<file path="src/rtl/led_pwm_bank.sv">
// led_pwm_bank -- bank of LED drivers sharing one prescaler and one PWM counter.
//
// Each channel is independently configured to OFF, ON, PWM (fixed duty),
// BLINK (square wave measured in prescaler ticks) or BREATHE (a triangle ramp
// of PWM level, one step per tick). Output polarity is set per channel at
// build time.
//
// Ports (led_pwm_bank):
//   clk       sole clock, rising edge
//   rst_n     synchronous active-low reset
//   cfg_we    configuration write strobe (one write per asserted cycle)
//   cfg_ch    target channel; out-of-range indices are ignored
//   cfg_mode  0 OFF, 1 ON, 2 PWM, 3 BLINK, 4 BREATHE, 5-7 OFF
//   cfg_duty  PWM duty / blink half-period-1 / breathe peak
//   led       registered LED drives (already polarity-adjusted)
//   tick      registered one-cycle pulse after the prescaler wraps
//
// Ports (led_pwm_ch, one per channel):
//   i_clk, i_rst_n        clock and synchronous active-low reset
//   i_we, i_mode, i_duty  channel-local write strobe and configuration
//   i_tick, i_pwm_cnt     shared timebase
//   o_led                 registered drive for this LED

module led_pwm_ch #(
    parameter int PWM_BITS = 8,
    parameter bit INV      = 1'b0
) (
    input  logic                i_clk,
    input  logic                i_rst_n,
    input  logic                i_we,
    input  logic [2:0]          i_mode,
    input  logic [PWM_BITS-1:0] i_duty,
    input  logic                i_tick,
    input  logic [PWM_BITS-1:0] i_pwm_cnt,
    output logic                o_led
);
    localparam logic [2:0] M_ON      = 3'd1;
    localparam logic [2:0] M_PWM     = 3'd2;
    localparam logic [2:0] M_BLINK   = 3'd3;
    localparam logic [2:0] M_BREATHE = 3'd4;

    logic [2:0]          r_mode;
    logic [PWM_BITS-1:0] r_duty;
    logic [PWM_BITS-1:0] r_bcnt;
    logic [PWM_BITS-1:0] r_level;
    logic                r_phase;
    logic                r_dir;
    logic                r_led;
    logic                w_raw;

    always_comb begin
        w_raw = 1'b0;
        case (r_mode)
            M_ON:      w_raw = 1'b1;
            M_PWM:     w_raw = (i_pwm_cnt < r_duty);
            M_BLINK:   w_raw = r_phase;
            M_BREATHE: w_raw = (i_pwm_cnt < r_level);
            default:   w_raw = 1'b0;
        endcase
    end

    always_ff @(posedge i_clk) begin
        if (!i_rst_n) begin
            r_mode  <= '0;
            r_duty  <= '0;
            r_bcnt  <= '0;
            r_level <= '0;
            r_phase <= 1'b0;
            r_dir   <= 1'b1;
            r_led   <= INV;
        end else begin
            r_led <= w_raw ^ INV;
            // A write wins over a coincident tick: the tick is simply dropped
            // for this channel so the fresh configuration starts from zero.
            if (i_we) begin
                r_mode  <= i_mode;
                r_duty  <= i_duty;
                r_bcnt  <= '0;
                r_level <= '0;
                r_phase <= 1'b0;
                r_dir   <= 1'b1;
            end else if (i_tick) begin
                if (r_mode == M_BLINK) begin
                    if (r_bcnt == r_duty) begin
                        r_bcnt  <= '0;
                        r_phase <= ~r_phase;
                    end else begin
                        r_bcnt <= r_bcnt + 1'b1;
                    end
                end else if (r_mode == M_BREATHE) begin
                    // Direction flips without moving the level, so the peak
                    // and the floor each hold for one extra tick.
                    if (r_dir) begin
                        if (r_level >= r_duty) r_dir   <= 1'b0;
                        else                   r_level <= r_level + 1'b1;
                    end else begin
                        if (r_level == '0) r_dir   <= 1'b1;
                        else               r_level <= r_level - 1'b1;
                    end
                end
            end
        end
    end

    assign o_led = r_led;
endmodule

module led_pwm_bank #(
    parameter int                 CHANNELS   = 3,
    parameter int                 PWM_BITS   = 8,
    parameter int                 PRESC_BITS = 16,
    parameter logic [CHANNELS-1:0] INVERT    = '0,
    localparam int                CH_W       = (CHANNELS > 1) ? $clog2(CHANNELS) : 1
) (
    input  logic                clk,
    input  logic                rst_n,
    input  logic                cfg_we,
    input  logic [CH_W-1:0]     cfg_ch,
    input  logic [2:0]          cfg_mode,
    input  logic [PWM_BITS-1:0] cfg_duty,
    output logic [CHANNELS-1:0] led,
    output logic                tick
);
    logic [PRESC_BITS-1:0] r_presc;
    logic [PWM_BITS-1:0]   r_pwm_cnt;
    logic                  r_tick;

    always_ff @(posedge clk) begin
        if (!rst_n) begin
            r_presc   <= '0;
            r_pwm_cnt <= '0;
            r_tick    <= 1'b0;
        end else begin
            r_presc   <= r_presc + 1'b1;
            r_pwm_cnt <= r_pwm_cnt + 1'b1;
            r_tick    <= &r_presc;
        end
    end

    assign tick = r_tick;

    // Indices at or above CHANNELS never match any instance, so such writes
    // fall through without touching state.
    for (genvar i = 0; i < CHANNELS; i++) begin : g_ch
        led_pwm_ch #(
            .PWM_BITS (PWM_BITS),
            .INV      (INVERT[i])
        ) u_ch (
            .i_clk     (clk),
            .i_rst_n   (rst_n),
            .i_we      (cfg_we && (cfg_ch == CH_W'(i))),
            .i_mode    (cfg_mode),
            .i_duty    (cfg_duty),
            .i_tick    (r_tick),
            .i_pwm_cnt (r_pwm_cnt),
            .o_led     (led[i])
        );
    end
endmodule

</file>
<file path="config.mk">
export PLATFORM = sky130hd
export DESIGN_NAME = led_pwm_bank
export DESIGN_NICKNAME = d
export VERILOG_FILES = /design/src/rtl/led_pwm_bank.sv
export SDC_FILE = /design/constraint.sdc
export NUM_CORES = 1
export LEC_CHECK = 0
export CAP_MARGIN = 25
export CORE_UTILIZATION = 45
export CTS_BUF_LIST = sky130_fd_sc_hd__clkbuf_8
export DETAILED_ROUTE_END_ITERATION = 16
export PLACE_DENSITY = 0.59
export SETUP_SLACK_MARGIN = 0.1
export SLEW_MARGIN = 0
export SYNTH_ARGS = -nofsm -noshare
export SYNTH_HDL_FRONTEND = slang
export SYNTH_HIERARCHICAL = 1
export SYNTH_SLANG_ARGS = --single-unit
</file>
<file path="constraint.sdc">
create_clock -name clk -period 4.8 [get_ports clk]
set_clock_uncertainty 0.2 [all_clocks]
set_input_delay 0.48 -clock clk [delete_from_list [all_inputs] [get_ports clk]]
set_output_delay 0.48 -clock clk [all_outputs]
set_load 0.02 [all_outputs]
</file>
==> impl_metrics.py <==
metrics = {
    "clock_tree": {
        "cts_hold_buffers": 0,
        "max-clock-path-buffers": 2,
        "cts.htree.levels": 4,
        "clkSlewWorstSetupHoldPaths_ns": 0.07,
        "clock_sinks": 115,
        "cts_setup_buffers": 0,
        "number_of_gates_resized_after_cts": 0,
        "clock_tree_from_tritoncts": "built",
        "cts_root_buffer_type": "sky130_fd_sc_hd__clkbuf_8",
        "cts_made_buffers": 17,
        "worstSkewPairLatency_ns": 0.45,
    },
    "run_status": {
        "run_status": "complete, no violations",
    },
    "synthesis": {
        "synth_seq_area_share": 0.310,
        "synth_top_family_by_area": "simple AND/OR/NAND/NOR gates",
        "synth_area_leaders": "sky130_fd_sc_hd__dfxtp_1 31%, sky130_fd_sc_hd__ha_1 15%, sky130_fd_sc_hd__mux2i_1 7.3%",
        "fraction_of_the_mapped_netlist_area_in_compound_gates": 0.133,
        "post_synth_most_frequent_cells": "115 x sky130_fd_sc_hd__dfxtp_1, 95 x sky130_fd_sc_hd__nor2_1, 89 x sky130_fd_sc_hd__ha_1, 61 x sky130_fd_sc_hd__inv_1",
        "ys.warnings.count": 6,
        "synth_cells": 840,
        "synth-adder-area-share": 0.158,
        "synth.ff_latch_count": 115,
        "muxShareOfSynthArea": 0.0727,
        "synthArstFlopShare": 0,
        "netlist-cell-type-count": 60,
        "syn-cell-area_sq_um": 7430,
        "post-synth-top-area-fraction": 0.310,
        "yosys.area_share.simple": 0.200,
        "synth_ff_type": "sky130_fd_sc_hd__dfxtp_1",
        "synthMostInstantiatedCell": "sky130_fd_sc_hd__dfxtp_1",
        "mappedNetlistNets": 948,
        "number_of_synthesized_flops_with_an_enable_pin": 0,
        "post_synthesis_share_of_cell_area_spent_on_xor_and_xnor_gates": 0.0825,
        "syn-mean-instance-area_sq_um": 8.85,
        "synth_largest_area_cell": "sky130_fd_sc_hd__dfxtp_1",
    },
    "critical_path": {
        "r2r_cells": 8,
        "critPathMaxFanout": 10,
        "critical_path_class": "reg2reg",
        "worst_path_dominant_cell_family": "compound AO/OA/AOI/OAI gates",
        "end_of_the_worst_register_to_register_path": "g_ch[2].u_ch/r_level[6]$_SDFFE_PP0P_",
        "critical_path.cell_chain": "inv_1, ha_1, nand2b_4, a2111oi_4, nor3b_2, a311oi_4, mux2i_1, nor2_1",
        "crit_path_start_kind": "register",
        "worst-endpoint-required_ns": 4.92,
        "timing.rr.start": "g_ch[2].u_ch/r_level[0]$_SDFFE_PP0P_",
        "worstPathBufferInverterCount": 1,
        "worstSetupEndpointType": "register",
        "setup.reg_to_reg.worst_slack_ns": 2.04,
        "crit_arrival_ns": 2.88,
        "slowest_stage": "sky130_fd_sc_hd__a311oi_4",
        "cp_slowest_stage_delay_ns": 0.65,
    },
    "pwr": {
        "p_leak_nw": 3.26,
        "total_power_w": 0.00211,
        "power_density_nw_per_um2": 257,
        "worst_ir_drop_vdd_mv": 0.180,
    },
    "final_layout": {
        "fillCellCount": 1524,
        "drive_above_1_share": 0.0516,
        "nets": 969,
        "antennaDiodeCount": 0,
        "syn2layout_area_growth_pct": 10.7,
    },
    "sta": {
        "final_max_slew_viols": 0,
        "grt_setup_unrepaired": "no",
        "maximum_clock_frequency_ghz": 0.362,
        "timing.final.crit_share": 0.575,
        "timing.final.setup_violations": 0,
        "timing.slew.headroom": 0.446,
        "finalHoldViolCount": 0,
        "final.setup.tns_ns": 0,
        "time_the_worst_path_needs_with_i_o_delays_and_setup_ns": 2.76,
        "max_slew.worst_pin.slew_ns": 0.831,
    },
    "route": {
        "ant_nets": 0,
        "drt_iter0_markers": 285,
        "wl_mm": 17.5,
        "route.vias.total": 6025,
        "detailedRoute.firstPassIterationCount": 4,
        "drcViolationCount": 0,
        "drt-vias-per-instance": 5.54,
        "wire_length_per_cell_um": 16.1,
    },
    "grt": {
        "routing_layer_with_the_top_usage_in_global_route": "met2",
        "grtUsageMet3": 0.0480,
        "grt_overflow": 0,
        "antenna_found_initial": 0,
        "grt_pass1_vias": 6011,
        "globalRouteMet2Util": 0.376,
        "grtUsageMet1": 0.269,
        "groute.usage.overall": 0.221,
        "pin_count_of_the_biggest_net_entering_global_routing": 20,
        "grt_pass1_wl_mm": 29.1,
    },
    "die": {
        "total_die_area_sq_um": 17000,
        "initial_core_util": 0.465,
        "rows": 46,
        "die-height_um": 131,
        "die-width_um": 131,
        "core_sq_um": 16000,
        "pin_count": 20,
    },
    "hold_path": {
        "holdCritPathClass": "reg2reg",
        "hold_path_startpoint": "r_presc[14]$_SDFF_PN0_",
        "min_path_cells": 2,
        "timing.hold.worst_endpoint": "r_presc[14]$_SDFF_PN0_",
    },
    "placed_design": {
        "globalplace.congestion": 0.867,
        "port_buffers": 19,
        "dp_hpwl_mm": 13.1,
    },
    "job": {
        "maxCapViolations": 0,
    },
}
## cell families (layout without fill, tap and decap cells)
kind of cell / after synthesis / in the layout
AND/OR/NAND/NOR: 279 / 279
AO/OA/AOI/OAI: 149 / 149
flip-flops: 115 / 115
adder cells (fa/ha/maj): 92 / 92
buffers and inverters: 81 / 113
XOR/XNOR: 70 / 70
multiplexers: 54 / 54
## metal layers
metal	routed length [um]	share of wire
met1	8180	0.47
met2	8340	0.48
met3	538	0.031
met4	412	0.024
met5	0	0
## layout make-up
type / instances / area (sq um) / area share
Multi-Input combinational cell: 644 / 4800 / 0.584
Clock buffer: 22 / 303 / 0.0368
Sequential cell: 115 / 2300 / 0.280
Inverter: 62 / 233 / 0.0283
Tap cell: 216 / 270 / 0.0329
Timing Repair Buffer: 21 / 205 / 0.0249
Clock inverter: 8 / 110 / 0.0134
## through the flow
stage / instances / utilization / instance area, sq um / worst slack, ns / hold WS, ns
after detailed placement: 1058 / 0.488 / 7810 / 1.97 / 0.277
after CTS: 1088 / 0.514 / 8230 / 2.03 / 0.286
after global placement: 1058 / 0.488 / 7810 / 2.03 / 0.252
after global routing: 1088 / 0.514 / 8230 / 1.88 / 0.310
after floorplan: 840 / - / 7430 / 2.31 / 0.239
final: 1088 / 0.514 / 8230 / 2.04 / 0.285
## cell usage in the layout (no fill, tap or decap), types with 3 or more instances in the layout
cell type,synthesis,final
sky130_fd_sc_hd__a211oi_1,8,8
sky130_fd_sc_hd__a21o_1,16,16
sky130_fd_sc_hd__a21oi_1,54,54
sky130_fd_sc_hd__and2_1,3,3
sky130_fd_sc_hd__and3_1,9,9
sky130_fd_sc_hd__and4_1,3,3
sky130_fd_sc_hd__bufinv_16,0,3
sky130_fd_sc_hd__clkbuf_8,0,22
sky130_fd_sc_hd__clkdlybuf4s50_1,0,19
sky130_fd_sc_hd__dfxtp_1,115,115
sky130_fd_sc_hd__fa_1,3,3
sky130_fd_sc_hd__ha_1,89,89
sky130_fd_sc_hd__inv_1,61,65
sky130_fd_sc_hd__mux2i_1,54,54
sky130_fd_sc_hd__nand2_1,40,40
sky130_fd_sc_hd__nand2b_1,18,18
sky130_fd_sc_hd__nand3_1,24,24
sky130_fd_sc_hd__nand4_1,18,18
sky130_fd_sc_hd__nor2_1,95,95
sky130_fd_sc_hd__nor2b_1,19,19
sky130_fd_sc_hd__nor3b_2,3,4
sky130_fd_sc_hd__nor4_1,7,7
sky130_fd_sc_hd__o2111ai_1,4,4
sky130_fd_sc_hd__o211ai_1,6,6
sky130_fd_sc_hd__o21a_1,5,5
sky130_fd_sc_hd__o21ai_0,23,23
sky130_fd_sc_hd__o31ai_1,10,10
sky130_fd_sc_hd__o41ai_1,3,3
sky130_fd_sc_hd__or3_1,7,7
sky130_fd_sc_hd__or4_1,14,14
sky130_fd_sc_hd__xnor2_1,42,42
sky130_fd_sc_hd__xor2_1,28,28
## worst max-delay path by stage
stage	startpoint	endpoint	depth (start not counted)
2_1_floorplan	g_ch[2].u_ch/r_level[0]$_SDFFE_PP0P_	g_ch[2].u_ch/r_level[7]$_SDFFE_PP0P_	8
3_3_place_gp	rst_n	g_ch[0].u_ch/o_led$_SDFF_PN0_	6
3_5_place_dp	rst_n	g_ch[1].u_ch/o_led$_SDFF_PN0_	6
4_1_cts	g_ch[2].u_ch/r_level[0]$_SDFFE_PP0P_	g_ch[2].u_ch/r_level[1]$_SDFFE_PP0P_	8
5_1_grt	g_ch[2].u_ch/r_level[0]$_SDFFE_PP0P_	g_ch[2].u_ch/r_level[6]$_SDFFE_PP0P_	8
6_report	g_ch[2].u_ch/r_level[0]$_SDFFE_PP0P_	g_ch[2].u_ch/r_level[6]$_SDFFE_PP0P_	8
## state kept, by name (all words and copies together) (netlist names)
| register | flops |
|---|---|
| tick | 1 |
| g_ch.u_ch/r_bcnt | 24 |
| g_ch.u_ch/r_mode | 9 |
| g_ch.u_ch/r_dir | 3 |
| g_ch.u_ch/r_level | 24 |
| g_ch.u_ch/r_phase | 3 |
| r_pwm_cnt | 8 |
| r_presc | 16 |
| g_ch.u_ch/r_duty | 24 |
| g_ch.u_ch/o_led | 3 |
## power by group
part           total (W)  internal, W  switching (W)
Clock           0.000957     0.000569       0.000388
Combinational   0.000161    0.0000766      0.0000848
Sequential      0.000993     0.000969      0.0000238
Total            0.00211      0.00161       0.000497
## worst register-to-register path, cell delays in order, from the launching register on
cell                        delay, ns
sky130_fd_sc_hd__dfxtp_1         0.49
sky130_fd_sc_hd__inv_1           0.08
sky130_fd_sc_hd__ha_1            0.27
sky130_fd_sc_hd__nand2b_4        0.15
sky130_fd_sc_hd__a2111oi_4       0.36
sky130_fd_sc_hd__nor3b_2         0.11
sky130_fd_sc_hd__a311oi_4        0.65
sky130_fd_sc_hd__mux2i_1         0.26
sky130_fd_sc_hd__nor2_1          0.05
No activity file was read; power rests on OpenSTA's default activity.
